### src/rtl/stepper_pkg.sv
// stepper_pkg: shared state type, coil phase table and phase-index stepping helper
package stepper_pkg;

    typedef enum logic {IDLE, RUN} state_t;

    // Entry [0] is the last element of the concatenation: 1000, 1100, 0100, ... 1001
    localparam logic [7:0][3:0] PHASE_TABLE = {
        4'b1001, 4'b0001, 4'b0011, 4'b0010,
        4'b0110, 4'b0100, 4'b1100, 4'b1000
    };

    // Half-step moves one entry. Full-step always lands on an odd (two-coil) entry:
    // an odd index moves two entries, an even index moves to its odd neighbour.
    function automatic logic [2:0] next_index(input logic [2:0] idx, input logic dir, input logic half);
        logic [1:0] hi_up;
        logic [1:0] hi_dn;
        hi_up = idx[0] ? idx[2:1] + 2'd1 : idx[2:1];
        hi_dn = idx[2:1] - 2'd1;
        if (half)
            return dir ? idx + 3'd1 : idx - 3'd1;
        return dir ? {hi_up, 1'b1} : {hi_dn, 1'b1};
    endfunction

endpackage

### src/rtl/stepper_ctrl_if.sv
// stepper_ctrl_if: move-command handshake between motion control and the sequencer
interface stepper_ctrl_if #(
    parameter int STEP_W = 16,
    parameter int DIV_W  = 20
);
    logic              valid;
    logic              ready;
    logic [STEP_W-1:0] steps;
    logic              dir;
    logic              half;
    logic [DIV_W-1:0]  period;

    modport master (output valid, steps, dir, half, period, input ready);
    modport slave  (input valid, steps, dir, half, period, output ready);
endinterface

### src/rtl/step_rate_gen.sv
// step_rate_gen: divider that ticks once every period+1 clocks while not cleared
module step_rate_gen #(
    parameter int DIV_W = 20
) (
    input  logic             clk,
    input  logic             reset,
    input  logic             clear,
    input  logic [DIV_W-1:0] period,
    output logic             tick
);
    logic [DIV_W-1:0] cnt_q, cnt_d;

    // Tick on the terminal count and wrap to zero; held at zero while cleared
    always_comb begin
        tick  = !clear && cnt_q == period;
        cnt_d = (clear || tick) ? '0 : cnt_q + DIV_W'(1);
    end

    // Divider register
    always_ff @(posedge clk or posedge reset) begin
        if (reset)
            cnt_q <= '0;
        else
            cnt_q <= cnt_d;
    end
endmodule

### src/rtl/stepper_ctrl.sv
// stepper_ctrl: command-driven 4-coil unipolar stepper sequencer with position tracking
module stepper_ctrl
    import stepper_pkg::*;
#(
    parameter int STEP_W = 16,
    parameter int DIV_W  = 20,
    parameter int POS_W  = 24
) (
    input  logic             clk,
    input  logic             reset,
    stepper_ctrl_if.slave    cmd,
    input  logic             stop,
    input  logic             hold_en,
    output logic [3:0]       coils,
    output logic             busy,
    output logic             done,
    output logic             aborted,
    output logic [POS_W-1:0] position
);
    state_t            state_q, state_d;
    logic [2:0]        idx_q, idx_d;
    logic [3:0]        coils_q, coils_d;
    logic [POS_W-1:0]  pos_q, pos_d;
    logic [STEP_W-1:0] steps_q, steps_d;
    logic [DIV_W-1:0]  period_q, period_d;
    logic              dir_q, dir_d;
    logic              half_q, half_d;
    logic              done_q, done_d;
    logic              aborted_q, aborted_d;
    logic              zero_q, zero_d;
    logic              tick;
    logic [POS_W-1:0]  delta;

    step_rate_gen #(.DIV_W(DIV_W)) u_rate (
        .clk    (clk),
        .reset  (reset),
        .clear  (state_q != RUN),
        .period (period_q),
        .tick   (tick)
    );

    assign cmd.ready = state_q == IDLE;
    assign busy      = state_q == RUN;
    assign coils     = coils_q;
    assign done      = done_q;
    assign aborted   = aborted_q;
    assign position  = pos_q;
    assign delta     = half_q ? POS_W'(1) : POS_W'(2);

    // Command acceptance, step sequencing, abort and registered coil drive
    always_comb begin
        state_d   = state_q;
        idx_d     = idx_q;
        pos_d     = pos_q;
        steps_d   = steps_q;
        period_d  = period_q;
        dir_d     = dir_q;
        half_d    = half_q;
        done_d    = zero_q;
        aborted_d = 1'b0;
        zero_d    = 1'b0;
        if (state_q == IDLE) begin
            if (cmd.valid) begin
                steps_d  = cmd.steps;
                period_d = cmd.period;
                dir_d    = cmd.dir;
                half_d   = cmd.half;
                zero_d   = cmd.steps == '0;
                state_d  = cmd.steps == '0 ? IDLE : RUN;
            end
        end else if (stop) begin
            state_d   = IDLE;
            done_d    = 1'b1;
            aborted_d = 1'b1;
        end else if (tick) begin
            idx_d   = next_index(idx_q, dir_q, half_q);
            pos_d   = dir_q ? pos_q + delta : pos_q - delta;
            steps_d = steps_q - STEP_W'(1);
            if (steps_q == STEP_W'(1)) begin
                state_d = IDLE;
                done_d  = 1'b1;
            end
        end
        coils_d = (state_d == RUN || hold_en) ? PHASE_TABLE[idx_d] : 4'b0000;
    end

    // State and datapath registers
    always_ff @(posedge clk or posedge reset) begin
        if (reset) begin
            state_q   <= IDLE;
            idx_q     <= '0;
            coils_q   <= '0;
            pos_q     <= '0;
            steps_q   <= '0;
            period_q  <= '0;
            dir_q     <= 1'b0;
            half_q    <= 1'b0;
            done_q    <= 1'b0;
            aborted_q <= 1'b0;
            zero_q    <= 1'b0;
        end else begin
            state_q   <= state_d;
            idx_q     <= idx_d;
            coils_q   <= coils_d;
            pos_q     <= pos_d;
            steps_q   <= steps_d;
            period_q  <= period_d;
            dir_q     <= dir_d;
            half_q    <= half_d;
            done_q    <= done_d;
            aborted_q <= aborted_d;
            zero_q    <= zero_d;
        end
    end
endmodule

### src/flat_wrapper.sv
// flat-port wrapper written by rule: the top's interface ports become plain ports
module stepper_ctrl_flat import stepper_pkg::*;
#(
    parameter int STEP_W = 16,
    parameter int DIV_W  = 20,
    parameter int POS_W  = 24
)
  (clk, reset, stop, hold_en, coils, busy, done, aborted, position, cmd_valid, cmd_steps, cmd_dir, cmd_half, cmd_period, cmd_ready);
  stepper_ctrl_if #(.STEP_W(STEP_W), .DIV_W(DIV_W)) cmd_i ();
  input  logic clk;
  input  logic reset;
  input  logic stop;
  input  logic hold_en;
  output logic [3:0] coils;
  output logic busy;
  output logic done;
  output logic aborted;
  output logic [POS_W-1:0] position;
  input wire logic [$bits(cmd_i.valid)-1:0] cmd_valid;
  input wire logic [$bits(cmd_i.steps)-1:0] cmd_steps;
  input wire logic [$bits(cmd_i.dir)-1:0] cmd_dir;
  input wire logic [$bits(cmd_i.half)-1:0] cmd_half;
  input wire logic [$bits(cmd_i.period)-1:0] cmd_period;
  output wire logic [$bits(cmd_i.ready)-1:0] cmd_ready;
  assign cmd_i.valid = cmd_valid;
  assign cmd_i.steps = cmd_steps;
  assign cmd_i.dir = cmd_dir;
  assign cmd_i.half = cmd_half;
  assign cmd_i.period = cmd_period;
  assign cmd_ready = cmd_i.ready;
  stepper_ctrl #(.STEP_W(STEP_W), .DIV_W(DIV_W), .POS_W(POS_W)) u_core (.clk(clk), .reset(reset), .cmd(cmd_i), .stop(stop), .hold_en(hold_en), .coils(coils), .busy(busy), .done(done), .aborted(aborted), .position(position));
endmodule
### config.mk
export PLATFORM = sky130hd
export DESIGN_NAME = stepper_ctrl_flat
export DESIGN_NICKNAME = d
export VERILOG_FILES = /design/src/rtl/stepper_pkg.sv /design/src/rtl/stepper_ctrl_if.sv /design/src/rtl/step_rate_gen.sv /design/src/rtl/stepper_ctrl.sv /design/src/flat_wrapper.sv
export SDC_FILE = /design/constraint.sdc
export NUM_CORES = 1
export LEC_CHECK = 0
export CAP_MARGIN = 20
export CORE_MARGIN = 3
export CORE_UTILIZATION = 50
export DETAILED_ROUTE_END_ITERATION = 10
export GPL_TIMING_DRIVEN = 0
export PLACE_DENSITY = 0.73
export SETUP_SLACK_MARGIN = 0.02
export SLEW_MARGIN = 0
export SYNTH_ARGS = -nofsm -noshare
export SYNTH_HDL_FRONTEND = slang
export SYNTH_HIERARCHICAL = 1
export SYNTH_SLANG_ARGS = --single-unit
### constraint.sdc
create_clock -name clk -period 3.1 [get_ports clk]
set_input_delay 0.62 -clock clk [delete_from_list [all_inputs] [get_ports clk]]
set_output_delay 0.62 -clock clk [all_outputs]
set_load 0.02 [all_outputs]
==> impl_metrics.csv, run 1 <==
group,metric,value,unit
clocking,htreeDepth,3,
logic_synthesis,synth_edf_count,0,
power_and_ir_drop,powerDensity,502,nW/µm²
setup_path,end_kind,"flop",
logic_synthesis,ys_seq_elements,93,
timing,setup_viol,0,
routing,vias_per_cell,5.86,
cells_and_area,fillers,899,
logic_synthesis,synth.most_common_cell,"nand2_1",
logic_synthesis,post-synth-top-area-cell,"dfrtp_1",
timing,hold_viol,0,
logic_synthesis,synth-compound-area-share,0.157,
global_routing,grt_max_degree,46,
logic_synthesis,synth_cells,645,
clocking,clock_sinks,93,
global_routing,antenna_found_initial,0,
cells_and_area,final_area,7080,µm²
setup_path,crit_path_end,"u_core/steps_q[5]",
timing,finalMaxSlewViolations,0,
setup_path,cp_max_fo,9,
clocking,root_buffer,"clkbuf_16",
die,fp-row-count,38,
timing,fin_crit_sh,0.944,
clocking,clk_path_buf_depth,2,
placed_design,placed_cells,860,
setup_path,required,3390,ps
clocking,cts_tree,"done",
routing,drc_errors,0,
logic_synthesis,post_synth_fa_ha_maj_area_fraction,0.0642,
logic_synthesis,syn_area_per_cell,8.82,µm²
placed_design,dpl-instance-area,6640,µm²
cells_and_area,drive_gt1_frac,0.0956,
die,fp.dieH,113,µm
clocking,cts_made_buffers,9,
die,start_util,0.518,
power_and_ir_drop,p_leak,3.32,nW
timing,period_minus_slack,2930,ps
logic_synthesis,yosys.area_share.simple,0.235,
setup_path,arrival,3210,ps
run,cap_violations,0,
setup_path,worstSetupStartpointType,"flop",
global_routing,gr-total-overflow,0,
global_routing,grt_pass1_wl,24.9,mm
timing,fmax,342,MHz
global_routing,grt_pass1_vias,5062,
logic_synthesis,synth_ff_type,"dfrtp_1",
setup_path,r2r_start,"u_core/u_rate/cnt_q[3]",
logic_synthesis,synth_seq_area_share,0.409,
global_routing,grt_usage,0.243,
logic_synthesis,synth_cell_type_count,69,
clocking,hold_buffers,0,
outcome,status,"completed",
logic_synthesis,synth_top_family_by_area,"simple AND/OR/NAND/NOR gates",
logic_synthesis,muxShareOfSynthArea,0.0165,
logic_synthesis,netlist_top_cells_count,"nand2_1 (126), dfrtp_1 (93), nor2_1 (58), xor2_1 (37), a21oi_1 (36)",
logic_synthesis,synth_area_leaders,"dfrtp_1 (41%), nand2_1 (8.3%), ha_1 (5.7%)",
die,die_width,113,µm
setup_path,worst-r2r-setup-slack,170,ps
logic_synthesis,synth_top_area_share,0.409,
routing,wl_per_cell,17.0,µm
logic_synthesis,syn_nets,716,
clocking,path_clk_slew,60,ps
setup_path,path_class,"reg -> reg",
clocking,clk-insertion-delay-late,360,ps
die,dieArea,12700,µm²
routing,wl,15.0,mm
timing,maxSlewHeadroom,0.486,
cells_and_area,diodes,0,
logic_synthesis,syn_area,5690,µm²
die,core_area,11000,µm²
routing,vias,5178,
logic_synthesis,ys_async_sr_fraction,1.00,
power_and_ir_drop,vdd_ir_drop_max,315,µV
setup_path,crit_start,"u_core/u_rate/cnt_q[3]",
die,ioPinCount,75,
placed_design,hpwl,10.7,mm
placed_design,io_buffers,74,
worst_hold_path,min_path_type,"reg -> reg",
routing,drtPass1Iterations,4,
routing,first_iter_violations,360,
timing,tightest_slew,771,ps
routing,ant_nets,0,
cells_and_area,fin_cells,883,
setup_path,r2r_end,"u_core/steps_q[5]",
logic_synthesis,synth_xor_area_frac,0.0831,
logic_synthesis,yosys_warnings,6,
cells_and_area,nNetsFinal,809,
setup_path,reg2regPathDepth,11,
timing,final.setup_skew,8.32,ps
placed_design,place_congestion,0.916,
cells_and_area,area_growth,24.4,%
==> stage by stage <==
step | hold WS [ps] | util | setup WS (ps) | setup TNS [ps] | power [W]
final | 489 | 0.645 | 172 | 0 | 0.00355
after global routing | 508 | 0.645 | -4.61 | -4.61 | 0.00375
after CTS | 493 | 0.638 | 38.9 | 0 | 0.00355
after detailed placement | 465 | 0.604 | -628 | -12750 | 0.00236
after global placement | 465 | 0.602 | -689 | -60000 | 0.00232
after floorplan | 417 | - | 223 | 0 | 0.00208
==> power breakdown <==
| part | leakage (nW) | switching, W | internal (W) |
|---|---|---|---|
| registers | 1.22 | 0.000157 | 0.00136 |
| clock network | 0.145 | 0.000494 | 0.000651 |
| logic | 1.96 | 0.000531 | 0.000362 |
==> registers in the layout (all words and copies together) (netlist names), 3 cells and up <==
signal and count:
u_core/idx_q 3, u_core/position 24, u_core/period_q 20, u_core/u_rate/cnt_q 20, u_core/coils 4, u_core/steps_q 16
==> routing by layer <==
metal	GRT usage	part of all wire
met1	0.335	0.45
met5	0	0
met4	0.107	0.022
met2	0.382	0.46
met3	0.0361	0.068
==> layout by cell type (no fill, tap or decap), types with 4 or more instances in the layout <==
master,Yosys,layout
nand2_1,126,125
dfrtp_1,93,91
clkdlybuf4s50_1,0,74
nor2_1,58,58
xor2_1,37,37
a21oi_1,36,36
o21ai_0,29,29
ha_1,26,26
nand3_1,20,19
inv_1,19,17
xnor2_1,17,17
clkbuf_1,18,15
a21o_1,15,15
nand4_1,14,14
a211oi_1,12,11
nor3_1,11,10
clkbuf_16,0,9
buf_4,3,9
nor4_1,10,7
o211ai_1,6,6
mux2i_1,6,6
or4_1,5,5
clkinvlp_4,0,4
buf_2,2,4
or3_1,4,4
o21a_1,4,4
==> worst min path at each step <==
stage	start	endpoint	slack, ps	cells past startpoint
2_1_floorplan	u_core/zero_q	u_core/done	420	1
3_3_place_gp	u_core/position[23]	u_core/position[23]	460	1
3_5_place_dp	u_core/zero_q	u_core/done	460	1
4_1_cts	u_core/zero_q	u_core/done	490	1
5_1_grt	u_core/zero_q	u_core/done	510	1
6_report	u_core/position[23]	u_core/position[23]	490	1
==> layout make-up <==
| type | count | area, µm² | share of cell area |
|---|---|---|---|
| multi-input cells | 505 | 3230 | 0.457 |
| flip-flops and latches | 93 | 2330 | 0.329 |
| repair buffers | 81 | 813 | 0.115 |
| clock buffers | 10 | 239 | 0.0338 |
| well taps | 140 | 175 | 0.0247 |
| plain buffers | 27 | 133 | 0.0187 |
| inverters | 20 | 82.6 | 0.0117 |
| clock inverters | 6 | 67.6 | 0.00954 |
| repair inverters | 1 | 7.51 | 0.00106 |
==> repair_timing <==
action                     CTS  global route
buffers inserted             4             2
resized for setup           10            15
setup endpoints to repair   40            25
cloned                       1             0
pin swaps                    1             3
==> logic make-up (layout without fill, tap and decap cells) <==
logic type               Yosys count  count (layout)
XOR/XNOR                          54              54
AO/OA/AOI/OAI                    135             135
multiplexers                       9               9
flip-flops                        93              93
adder cells (fa/ha/maj)           28              28
buffers and inverters             47             145
AND/OR/NAND/NOR                  279             279
==> worst max-delay path: stages (launching register included) <==
cell and delay [ps]:
dfrtp_2 440, xor2_1 200, nor4_2 350, nand3_2 170, nor3_4 260, and3b_1 190, clkbuf_4 200, nand2_2 100
or4_2 580, a211oi_2 230, a21oi_1 60, nor2_1 80
(Power assumes the default switching activity.)
==> inputs of run 2 (changes only) <==
- CORE_MARGIN: 3 -> 1
- CTS_BUF_LIST: default -> sky130_fd_sc_hd__clkbuf_4
==> run 2 against run 1 <==
  * Maximum frequency down 1.3%
  * Register-to-register slack worse by 40 ps
  * Power down 11%
  * Via count down 1.5%
  * Worst hold slack worse by 5.2 ps
  * Routed wire length down 3.8%
  * Sequential share of layout area up 0.82 points
  * Clock power down 33%
  * Largest cell class unchanged
  * Highest routed layer unchanged
==> impl_metrics.csv, run 2 (synthesis gave the netlist of run 1 again) <==
group,metric,value,unit
die,core_area,11000,µm²
routing,wl_met1,6.80,mm
setup_path,path_class,"reg -> reg",
setup_path,crit_path_end,"u_core/steps_q[5]",
power_and_ir_drop,power.switching,0.00111,W
timing,hold_viol,0,
routing,vias,5101,
cells_and_area,largest_reg_flops,24,
clocking,path_clk_slew,150,ps
placed_design,place_congestion,0.917,
routing,highest_layer,"met4",
timing,setup_viol,0,
timing,tightest_slew,785,ps
die,die_width,109,µm
setup_path,worst-r2r-setup-slack,130,ps
cells_and_area,finish.utilization,0.630,
setup_path,worst-path-buf-inv,1,
routing,first_iter_violations,348,
placed_design,dpl-instance-area,6630,µm²
placed_design,io_buffers,74,
global_routing,grt_pass1_wl,23.5,mm
setup_path,end_kind,"flop",
timing,period_minus_slack,2970,ps
clocking,htreeDepth,3,
power_and_ir_drop,p_seq_frac,0.479,
routing,ant_nets,0,
routing,drtPass1Iterations,6,
power_and_ir_drop,powerDensity,457,nW/µm²
outcome,status,"completed",
global_routing,grt_usage,0.261,
timing,setup_tns,0,ps
timing,hold_ws,483,ps
global_routing,grt_pass1_vias,4790,
timing,fmax,337,MHz
routing,wl_per_cell,16.3,µm
cells_and_area,layout_common_cells,"nand2_1 (125), dfrtp_1 (87), clkdlybuf4s50_1 (74)",
die,fp.dieH,109,µm
clocking,cts_made_buffers,9,
setup_path,required,3510,ps
run,cap_violations,0,
timing,finalMaxSlewViolations,0,
setup_path,cp_max_fo,9,
power_and_ir_drop,p_leak,3.26,nW
timing,final.setup_skew,14.6,ps
die,start_util,0.518,
clocking,clock_sinks,93,
setup_path,crit_start,"u_core/u_rate/cnt_q[5]",
die,ioPinCount,75,
cells_and_area,regArea,2330,µm²
setup_path,cp.depth,11,
setup_path,r2r_end,"u_core/steps_q[5]",
power_and_ir_drop,clkPwrFrac,0.243,
power_and_ir_drop,p_sw_frac,0.353,
power_and_ir_drop,vdd_ir_drop_max,258,µV
clocking,cts_tree,"done",
cells_and_area,nNetsFinal,810,
cells_and_area,drive_gt1_frac,0.0981,
placed_design,hpwl,10.4,mm
routing,route.met3.wl,921,µm
setup_path,worstSetupStartpointType,"flop",
timing,setup_ws,133,ps
global_routing,antenna_found_initial,1,
cells_and_area,fillers,961,
routing,drc_errors,0,
cells_and_area,final_area,6920,µm²
timing,fin_crit_sh,0.957,
worst_hold_path,hold_depth,1,
global_routing,gr-total-overflow,0,
routing,vias_per_cell,5.76,
die,fp-row-count,38,
setup_path,cp_slowest_cell,"or4_2",
cells_and_area,multi_input_area,3210,µm²
clocking,clk_path_buf_depth,2,
setup_path,reg2regPathDepth,11,
cells_and_area,mostFrequentLayoutCell,"nand2_1",
power_and_ir_drop,internal_power,0.00205,W
setup_path,cp_slowest_stage_delay,580,ps
worst_hold_path,min_path_type,"reg -> reg",
setup_path,cp_top_family,"simple AND/OR/NAND/NOR gates",
routing,wl_met2,6.43,mm
cells_and_area,area_growth,21.7,%
power_and_ir_drop,pwr-share-comb,0.278,
setup_path,crit_chain,"xor2_1 -> nor4_2 -> nand3_2 -> nor3_4 -> and3b_1 -> buf_4 -> nand2_2 -> or4_2 -> a211oi_2 -> a21oi_1 -> nor2_1",
die,dieArea,11800,µm²
timing,maxSlewHeadroom,0.476,
global_routing,grt_max_degree,38,
clocking,clk-insertion-delay-late,470,ps
setup_path,arrival,3370,ps
placed_design,post-place-ws,-627,ps
setup_path,r2r_start,"u_core/u_rate/cnt_q[5]",
clocking,root_buffer,"clkbuf_4",
routing,wl,14.4,mm
-- run 2: cell count changes in the layout (fill, tap and decap cells not counted), sizes merged --
cell | previous run | this run
buf | 15 | 17
clkbuf | 29 | 27
bufinv | 1 | 2
clkinv | 2 | 3
clkinvlp | 4 | 3
diode | 0 | 1
-- run 2: final cells by class --
class / instances / share of cell area
diodes: 1 / 0.000361
clock buffers: 9 / 0.00976
repair inverters: 1 / 0.00108
clock inverters: 7 / 0.0137
plain buffers: 27 / 0.0188
repair buffers: 82 / 0.117
inverters: 20 / 0.0119
flip-flops and latches: 93 / 0.337
multi-input cells: 505 / 0.464
well taps: 140 / 0.0253
-- run 2: per-stage QoR --
step	total power [W]	instances
6_report	0.00316	885
5_1_grt	0.00336	885
4_1_cts	0.00317	881
3_5_place_dp	0.00236	860
3_3_place_gp	0.00233	859
2_1_floorplan	0.00208	645
-- run 2: repair_timing --
item / in CTS / in global routing
setup endpoints to repair: 40 / 27
resized for setup: 12 / 13
gates cloned: 1 / 0
pin swaps: 1 / 7
hold buffers: 0 / 0
buffers inserted: 4 / 3
-- run 2: worst min path at each step --
stage / start / to / slack (ps)
floorplan: u_core/zero_q / u_core/done / 420
global placement: u_core/position[23] / u_core/position[23] / 460
detailed placement: u_core/zero_q / u_core/done / 470
CTS: u_core/position[23] / u_core/position[23] / 490
global route: u_core/position[23] / u_core/position[23] / 520
finish: u_core/position[23] / u_core/position[23] / 480
-- run 2: per-layer routing --
metal  global-route usage  up-vias
met1                0.371     2399
met5                    0        -
li1                     -     2471
met3               0.0353       21
met4                0.111        0
met2                0.397      210
-- run 2: power groups by stage --
stage	registers [W]	clock network, W	logic (W)
after floorplan	0.00150	0	0.000576
after global placement	0.00152	0	0.000810
after detailed placement	0.00153	0	0.000834
after CTS	0.00151	0.000792	0.000869
after global routing	0.00153	0.000842	0.000980
final	0.00151	0.000767	0.000879
==> inputs of run 3 (changes only) <==
--- a/config.mk
+++ b/config.mk
@@ -13,4 +13,5 @@
 export GPL_TIMING_DRIVEN = 0
 export PLACE_DENSITY = 0.73
+export REMOVE_ABC_BUFFERS = 1
 export SETUP_SLACK_MARGIN = 0.02
 export SLEW_MARGIN = 0
==> constraint.sdc (replaced) <==
create_clock -name clk -period 3.1 [get_ports clk]
set_input_delay 0.465 -clock clk [delete_from_list [all_inputs] [get_ports clk]]
set_output_delay 0.465 -clock clk [all_outputs]
set_load 0.02 [all_outputs]
==> run 3 against run 2 <==
  * Clock power down 22%
  * First-iteration DRC count down 21%
  * Critical path type unchanged
  * Non-clock buffer count down 21
==> impl_metrics.csv, run 3 (synthesis gave the netlist of run 1 again) <==
group,metric,value,unit
outcome,status,"completed",
cells_and_area,area_growth,20.8,%
timing,fin_crit_sh,0.945,
cells_and_area,fillers,919,
timing,final.setup_skew,15.2,ps
global_routing,antenna_found_initial,0,
timing,setup_ws,171,ps
cells_and_area,nNetsFinal,791,
global_routing,gr-total-overflow,0,
routing,wl_per_cell,15.8,µm
run,cap_violations,0,
power_and_ir_drop,vdd_ir_drop_max,300,µV
clocking,htreeDepth,3,
routing,vias_per_cell,5.81,
timing,hold_ws,307,ps
global_routing,grt_pass1_wl,22.5,mm
timing,hold_viol,0,
clocking,cts_tree,"done",
setup_path,worstSetupStartpointType,"flop",
clocking,clock_sinks,93,
clocking,path_clk_slew,150,ps
routing,wl,13.6,mm
global_routing,grt-busiest-layer,"met2",
global_routing,use_met1,0.338,
clocking,clk-insertion-delay-late,480,ps
setup_path,required,3480,ps
setup_path,arrival,3310,ps
setup_path,path_class,"reg -> reg",
routing,first_iter_violations,274,
setup_path,cp_max_fo,25,
die,die_width,109,µm
die,ioPinCount,75,
timing,setup_tns,0,ps
die,start_util,0.518,
placed_design,place_congestion,0.873,
power_and_ir_drop,powerDensity,433,nW/µm²
global_routing,grtUsageMet3,0.0323,
cells_and_area,mostFrequentLayoutCell,"nand2_1",
cells_and_area,diodes,0,
placed_design,placed_cells,835,
placed_design,io_buffers,74,
routing,drtPass1Iterations,4,
die,fp.dieH,109,µm
timing,finalMaxSlewViolations,0,
power_and_ir_drop,p_leak,3.23,nW
timing,maxSlewHeadroom,0.417,
cells_and_area,multi_input_area,3250,µm²
cells_and_area,fin_cells,864,
placed_design,hpwl,9.40,mm
global_routing,grt_use_met2,0.394,
die,core_area,11000,µm²
cells_and_area,finish.utilization,0.626,
global_routing,grt_pass1_vias,4724,
cells_and_area,layout_common_cells,"nand2_1 (126), dfrtp_1 (89), clkdlybuf4s50_1 (74)",
cells_and_area,drive_gt1_frac,0.0939,
cells_and_area,regArea,2330,µm²
timing,setup_viol,0,
global_routing,grt_max_degree,57,
worst_hold_path,min_path_type,"in -> async",
die,dieArea,11800,µm²
routing,vias,5016,
routing,ant_nets,0,
timing,tightest_slew,874,ps
global_routing,grt_usage,0.246,
setup_path,end_kind,"flop",
timing,period_minus_slack,2930,ps
clocking,cts_made_buffers,9,
clocking,clk_path_buf_depth,2,
clocking,root_buffer,"clkbuf_4",
die,fp-row-count,38,
placed_design,post-place-ws,-1040,ps
cells_and_area,largest_reg_flops,24,
routing,drc_errors,0,
timing,fmax,341,MHz
clocking,hold_buffers,0,
[run 3: worst max-delay path, cell delays in order, from the launching register on]
cell      delay [ps]
dfrtp_1          480
xor2_1           200
nor4_2           320
nand3_2          190
nor3_4           210
nand3b_1         240
buf_16           240
or4_1            520
a211oi_2         190
a311oi_2          90
xnor2_1          160
[run 3: power by group]
group | switching (W) | internal (W)
registers | 0.000163 | 0.00136
logic | 0.000498 | 0.000363
clock network | 0.000417 | 0.000178
[run 3: area by class of cell]
type	count	area share
timing repair inverter	1	0.00109
clock buffer	11	0.0120
timing repair buffer	88	0.133
inverter	20	0.0124
sequential	93	0.340
multi-input combinational	507	0.473
tap	140	0.0255
clock inverter	4	0.00382
[run 3: timing repair]
| action | in CTS | in global routing |
|---|---|---|
| gates cloned | 3 | 0 |
| buffers inserted | 8 | 2 |
| endpoints found under the setup margin | 47 | 15 |
| gates resized for setup | 7 | 14 |
| pin swaps | 3 | 3 |
[run 3: worst paths after layout]
check | end | cells past startpoint | from | slack (ps)
max in group asynchronous | u_core/u_rate/cnt_q[11] | 2 | reset | 2020
worst max-delay path | u_core/position[23] | 10 | u_core/u_rate/cnt_q[9] | 170
worst max register to register | u_core/position[23] | 10 | u_core/u_rate/cnt_q[9] | 170
min in group clk | u_core/done | 1 | u_core/zero_q | 460
worst min register to register | u_core/done | 1 | u_core/zero_q | 460
worst min-delay path | u_core/position[20] | 2 | reset | 310
[run 3: routing by layer]
layer / up-vias / wire length, µm
met5: - / 0
met4: 0 / 229
met3: 20 / 620
met2: 136 / 6390
met1: 2412 / 6400
li1: 2448 / -
[run 3: through the flow]
stage / instance area, µm² / total power (W)
detailed placement: 6560 / 0.00234
global placement: 6480 / 0.00229
global route: 6870 / 0.00316
finish: 6870 / 0.00298
floorplan: 5570 / 0.00206
CTS: 6770 / 0.00296
